--- config.mk ---
export PLATFORM = sky130hd
export DESIGN_NAME = picorv32_mem_arbiter
export DESIGN_NICKNAME = d
export VERILOG_FILES = /design/src/rtl/picorv32_arb_pkg.sv /design/src/rtl/picorv32_arb_rr2.sv /design/src/rtl/picorv32_mem_arbiter.sv
export SDC_FILE = /design/constraint.sdc
export NUM_CORES = 1
export LEC_CHECK = 0
export ABC_AREA = 0
export CAP_MARGIN = 20
export CELL_PAD_IN_SITES_DETAIL_PLACEMENT = 1
export CELL_PAD_IN_SITES_GLOBAL_PLACEMENT = 1
export CORE_ASPECT_RATIO = 2
export CORE_UTILIZATION = 23
export DETAILED_ROUTE_END_ITERATION = 8
export PLACE_DENSITY = 0.79
export SYNTH_ARGS = -nofsm -noshare
export SYNTH_HDL_FRONTEND = slang
export SYNTH_SLANG_ARGS = --single-unit
--- constraint.sdc ---
create_clock -name clk -period 1.5 [get_ports clk]
set_input_delay 0.225 -clock clk [delete_from_list [all_inputs] [get_ports clk]]
set_output_delay 0.225 -clock clk [all_outputs]
set_load 0.01 [all_outputs]
--- src/rtl/picorv32_arb_pkg.sv ---
// rtl/picorv32_arb_pkg.sv - shared types and constants for the PicoRV32 memory arbiter
package picorv32_arb_pkg;

    localparam int ARB_ADDR_W = 32;
    localparam int ARB_DATA_W = 32;
    localparam int ARB_STRB_W = ARB_DATA_W / 8;
    localparam logic [ARB_DATA_W-1:0] ARB_ERR_RDATA = 32'hDEAD_BEEF;

    typedef enum logic {
        ARB_IDLE = 1'b0,
        ARB_BUSY = 1'b1
    } arb_state_e;

    typedef struct packed {
        logic                  instr;
        logic [ARB_ADDR_W-1:0] addr;
        logic [ARB_DATA_W-1:0] wdata;
        logic [ARB_STRB_W-1:0] wstrb;
    } mem_req_t;

    function automatic mem_req_t arb_pack_req(
        input logic                  instr,
        input logic [ARB_ADDR_W-1:0] addr,
        input logic [ARB_DATA_W-1:0] wdata,
        input logic [ARB_STRB_W-1:0] wstrb
    );
        mem_req_t r;
        r.instr = instr;
        r.addr  = addr;
        r.wdata = wdata;
        r.wstrb = wstrb;
        return r;
    endfunction

endpackage

--- src/rtl/picorv32_arb_rr2.sv ---
// rtl/picorv32_arb_rr2.sv - two-way round-robin pick; a tie goes to the master that was not last
module picorv32_arb_rr2 (
    input  logic [1:0] req,
    input  logic       last,
    output logic [1:0] grant,
    output logic       gnt_id
);

    always_comb begin
        grant  = 2'b00;
        gnt_id = 1'b0;
        case (req)
            2'b01: begin
                grant  = 2'b01;
                gnt_id = 1'b0;
            end
            2'b10: begin
                grant  = 2'b10;
                gnt_id = 1'b1;
            end
            2'b11: begin
                grant  = last ? 2'b01 : 2'b10;
                gnt_id = ~last;
            end
            default: begin
                grant  = 2'b00;
                gnt_id = 1'b0;
            end
        endcase
    end

endmodule

--- src/rtl/picorv32_mem_arbiter.sv ---
// rtl/picorv32_mem_arbiter.sv - round-robin arbiter sharing one memory between two PicoRV32-style masters
// Optional BUSY watchdog abort is enabled by defining PICORV32_ARB_TIMEOUT_EN.
module picorv32_mem_arbiter
    import picorv32_arb_pkg::*;
#(
    parameter int                ADDR_W         = ARB_ADDR_W,
    parameter int                DATA_W         = ARB_DATA_W,
    parameter int                TIMEOUT_CYCLES = 256,
    parameter logic [DATA_W-1:0] ERR_RDATA      = ARB_ERR_RDATA
) (
    input  logic                clk,
    input  logic                resetn,

    input  logic                m0_valid,
    input  logic                m0_instr,
    input  logic [ADDR_W-1:0]   m0_addr,
    input  logic [DATA_W-1:0]   m0_wdata,
    input  logic [DATA_W/8-1:0] m0_wstrb,
    output logic                m0_ready,
    output logic [DATA_W-1:0]   m0_rdata,

    input  logic                m1_valid,
    input  logic                m1_instr,
    input  logic [ADDR_W-1:0]   m1_addr,
    input  logic [DATA_W-1:0]   m1_wdata,
    input  logic [DATA_W/8-1:0] m1_wstrb,
    output logic                m1_ready,
    output logic [DATA_W-1:0]   m1_rdata,

    output logic                s_valid,
    output logic                s_instr,
    output logic [ADDR_W-1:0]   s_addr,
    output logic [DATA_W-1:0]   s_wdata,
    output logic [DATA_W/8-1:0] s_wstrb,
    input  logic                s_ready,
    input  logic [DATA_W-1:0]   s_rdata,

    output logic                grant_id,
    output logic                busy,
    output logic                timeout_err
);

    arb_state_e  state_q, state_d;
    logic        s_valid_q, s_valid_d;
    mem_req_t    req_q, req_d;
    logic        grant_id_q, grant_id_d;
    logic [1:0]  mask_q, mask_d;

    logic [1:0]  elig;
    logic [1:0]  rr_grant;
    logic        rr_id;
    logic        abort;
    logic        done;
    logic        complete;
    logic [DATA_W-1:0] resp_data;

    // A master just served is masked for one IDLE cycle so a late-dropping valid is not regranted.
    assign elig = {m1_valid & ~mask_q[1], m0_valid & ~mask_q[0]};

    picorv32_arb_rr2 u_rr2 (
        .req    (elig),
        .last   (grant_id_q),
        .grant  (rr_grant),
        .gnt_id (rr_id)
    );

`ifdef PICORV32_ARB_TIMEOUT_EN
    localparam int CNT_W = ($clog2(TIMEOUT_CYCLES) > 9) ? $clog2(TIMEOUT_CYCLES) : 9;
    localparam logic [CNT_W-1:0] CNT_LAST = CNT_W'(TIMEOUT_CYCLES - 1);

    logic [CNT_W-1:0] cnt_q, cnt_d;
    logic             timeout_err_q, timeout_err_d;

    // s_ready wins over the watchdog on the same cycle.
    assign abort = (state_q == ARB_BUSY) && !s_ready && (cnt_q == CNT_LAST);

    always_comb begin
        cnt_d         = cnt_q;
        timeout_err_d = timeout_err_q;
        if (state_q == ARB_IDLE) begin
            cnt_d = '0;
        end else if (!s_ready) begin
            cnt_d = cnt_q + 1'b1;
        end
        if (abort) begin
            timeout_err_d = 1'b1;
        end
    end

    always_ff @(posedge clk or negedge resetn) begin
        if (!resetn) begin
            cnt_q         <= '0;
            timeout_err_q <= 1'b0;
        end else begin
            cnt_q         <= cnt_d;
            timeout_err_q <= timeout_err_d;
        end
    end

    assign timeout_err = timeout_err_q;
`else
    assign abort       = 1'b0;
    assign timeout_err = 1'b0;
`endif

    assign done = s_ready | abort;

    always_comb begin
        state_d    = state_q;
        s_valid_d  = s_valid_q;
        req_d      = req_q;
        grant_id_d = grant_id_q;
        mask_d     = 2'b00;
        case (state_q)
            ARB_IDLE: begin
                if (|rr_grant) begin
                    req_d      = rr_id ? arb_pack_req(m1_instr, m1_addr, m1_wdata, m1_wstrb)
                                       : arb_pack_req(m0_instr, m0_addr, m0_wdata, m0_wstrb);
                    s_valid_d  = 1'b1;
                    grant_id_d = rr_id;
                    state_d    = ARB_BUSY;
                end
            end
            ARB_BUSY: begin
                if (done) begin
                    s_valid_d          = 1'b0;
                    state_d            = ARB_IDLE;
                    mask_d[grant_id_q] = 1'b1;
                end
            end
            default: begin
                state_d = ARB_IDLE;
            end
        endcase
    end

    always_ff @(posedge clk or negedge resetn) begin
        if (!resetn) begin
            state_q    <= ARB_IDLE;
            s_valid_q  <= 1'b0;
            req_q      <= '0;
            grant_id_q <= 1'b1;
            mask_q     <= 2'b00;
        end else begin
            state_q    <= state_d;
            s_valid_q  <= s_valid_d;
            req_q      <= req_d;
            grant_id_q <= grant_id_d;
            mask_q     <= mask_d;
        end
    end

    assign busy      = (state_q == ARB_BUSY);
    assign complete  = busy && done;
    assign resp_data = abort ? ERR_RDATA : s_rdata;

    assign m0_ready = complete && !grant_id_q;
    assign m1_ready = complete &&  grant_id_q;
    assign m0_rdata = (busy && !grant_id_q) ? resp_data : '0;
    assign m1_rdata = (busy &&  grant_id_q) ? resp_data : '0;

    assign s_valid  = s_valid_q;
    assign s_instr  = req_q.instr;
    assign s_addr   = req_q.addr;
    assign s_wdata  = req_q.wdata;
    assign s_wstrb  = req_q.wstrb;
    assign grant_id = grant_id_q;

endmodule

==> metrics <==
top cells by count, synth=73 x dfrtp_1, 70 x and3b_1, 69 x a221oi_1, 69 x a2bb2oi_1, 69 x o21ai_0; row count=75; Yosys top cell area share=0.375; worst-margin pin slew=0.676 ns; final wirelength=29.3 mm; antenna viol nets, final=0; DR DRC count=0; max-cap viol count=0; routed length per instance=roughly 26 um; Tot GR Track Use=0.226; Die ar.=21800 um^2; Max VDD drop=0.736 mV; Core Region=20800 um^2; flop2flop setup slack=-0.40 ns; Leakage=between 0.004 and 0.005 uW; Chip Height=208 um; max_slew headroom=0.549; family with the most delay on the worst path=flip-flops; CTS tree=done; outcome=finished with violations; CP cell instances=nor2b_4 > clkbuf_16 > buf_8 > buf_6 > and2_1 > buf_2; XOR/XNOR Fraction of Synth Area=0; final setup vio count=139; critical path endpoint category=primary output; fmax=506 MHz; DP Wirelength=~16 mm; Placed Cells=1041; Mapped Area=4880 um^2; CP Buf/Inv Count=4; Synth area leader=dfrtp_1; post-synthesis mux area share=0; layout overhead on the synthesized area=123%; sequential share of power=0.215; area share of fa/ha/maj cells after synthesis=0; synthesized flop and latch total=74; violated checks=negative setup slack; FILL cells=2155; clk_lat worst skew=0.35 ns; Hold Crit Class=input port to async pin; most frequent cell after synthesis=dfrtp_1; fraction of layout cells with a size suffix above 1=0.361; root buf cell=clkbuf_16; CP Launch Type=register; reg2reg start=grant_id; power per cell area=1600 nW/um^2; largest fanout on the critical path=6; Vias/cell=5.47; total gr overflow=0; CP peak stage delay=0.66 ns; Nets=1017; Post-synth EDFFs=0; Critical Path AT=1.75 ns; sw frac=0.393; Worst R2R End=s_addr[30]; global-route wire length before repair=37.3 mm; Vias=6110; YS warnings=0; gpl congestion=around 0.8; worst setup margin=-0.476 ns; Top FF cell, synth=dfrtp_1; Compound-Gate Fraction of Synth Area=0.327; Switch Pwr=6850 uW; combinational fraction of design power=0.641; first-pass iteration count of the detailed router=4; final period utilization=1.32; number of global-route vias before repair=6331; Cell Area, Placed=8470 um^2; r2r worst-path depth=7; I/O Pins=314; antenna violations before repair=2; clk buf depth=2; PortBufs=312; largest net degree at the start of global routing=51; H-tree depth=3; Seq/Total Area, Yosys=0.380; Syn Inst Count=510; Synth cell types=22; final critical-path required period=1.98 ns; Finished Layout Cells=1118; Req. time, crit path=about 1.3 ns; Final Skew=0.00691 ns; Hold Violations, Final=0; Area contributors post-synth=dfrtp_1 37%, and3b_1 13%, a221oi_1 12%; Post-Syn Nets=slightly below 700; syn_area_per_cell=9.56 um^2; Initial Util=0.234; finished layout cell area=10900 um^2; Crit Path Category=register to primary output; Async SR Flop Fraction=1.00; Clock Power Share=0.143; largest family of logic cells by synthesized area=compound AO/OA/AOI/OAI gates; CTS buffer count=9; Sink Count=74; Iter 0 DRT Violations=202; RSZ-0062 raised after global routing=yes; total internal power=roughly 11000 uW; die width=105 um; Hold WS=0.325 ns; CP max stage cell=dfstp_2; Simple-Gate Fraction of Synth Area=0.220; clk slew on worst S/H paths=0.07 ns; Slew Viols, Final=0; total power=17400 uW
## worst reg2reg max path, cell delays in order, from the launching register on
cell	delay [ns]
dfstp_2	0.66
buf_6	0.14
nand3b_1	0.16
buf_12	0.22
buf_12	0.13
buf_16	0.14
a221oi_4	0.26
a2bb2oi_2	0.08
## placed cells by master (no fill, tap or decap), drive strengths merged, types with 9 or more instances in the layout
cell type | synthesis | final
clkdlybuf4s50 | 0 | 179
buf | 21 | 97
dfrtp | 73 | 73
and3b | 70 | 70
a221oi | 69 | 69
o21ai | 69 | 69
a2bb2oi | 69 | 69
clkbuf | 58 | 57
dlymetal6s2s | 0 | 40
and3 | 34 | 34
and2 | 34 | 34
dlygate4sd2 | 0 | 27
clkdlybuf4s15 | 0 | 9
## worst max path at each step
stage / start / end / slack, ns / depth (start not counted)
3_3_place_gp: m0_valid / s_addr[25] / -0.30 / 5
3_5_place_dp: m0_valid / s_wdata[3] / -0.35 / 5
4_1_cts: grant_id / m1_rdata[14] / -0.56 / 3
6_report: grant_id / m0_rdata[25] / -0.48 / 6
5_1_grt: grant_id / m0_rdata[25] / -0.50 / 6
2_1_floorplan: grant_id / s_wdata[14] / -0.04 / 6
## power by group through the flow
stage          Sequential [uW]  Clock (uW)  Combinational, uW
2_1_floorplan             4000           0               3240
3_3_place_gp              3590           0               8070
3_5_place_dp              3620           0               8140
4_1_cts                   3630        2520               9160
5_1_grt                   3860        2590              11700
6_report                  3760        2500              11200
## flip-flops by register name, summed over array words and instances (netlist names)
name      cells
mask_q        2
s_wdata      32
grant_id      1
busy          1
s_wstrb       4
s_instr       1
s_valid       1
s_addr       32
## what timing repair did
| item | in CTS | in global routing |
|---|---|---|
| cloned | 10 | 19 |
| hold buffers | 1 | 0 |
| buffers inserted | 11 | 29 |
| hold endpoints to repair | 21 | 0 |
| pin swaps | 18 | 60 |
| endpoints found under the setup margin | 165 | 171 |
| resized for setup | 215 | 299 |
## kinds of logic after synthesis
| family | Yosys count |
|---|---|
| AO/OA/AOI/OAI | 211 |
| AND/OR/NAND/NOR | 144 |
| buffers and inverters | 80 |
| flip-flops | 74 |
| other | 1 |
## area by class of cell
class / count / area, um^2 / share of cell area
well taps: 269 / 337 / 0.0309
multi-input cells: 356 / 3940 / 0.362
clock inverters: 6 / 88.8 / 0.00816
flip-flops and latches: 74 / 1860 / 0.171
diodes: 2 / 5.00 / 0.000460
inverters: 1 / 3.75 / 0.000345
repair buffers: 400 / 4420 / 0.406
clock buffers: 10 / 239 / 0.0220
## routing by layer
metal	track usage	wire (um)	up-vias
li1	-	-	2683
met2	0.428	16300	297
met3	0.0338	1230	72
met1	0.238	10300	3058
met5	0	0	-
met4	0.111	1480	0
## stage by stage
stage	setup TNS, ns	worst slack (ns)	utilization
2_1_floorplan	-0.624	-0.0352	-
3_3_place_gp	-31.12	-0.296	0.406
3_5_place_dp	-35.41	-0.352	0.406
4_1_cts	-57.62	-0.565	0.460
5_1_grt	-49.57	-0.496	0.523
6_report	-44.78	-0.476	0.523
Note: power is estimated with default switching activity, not from simulation.
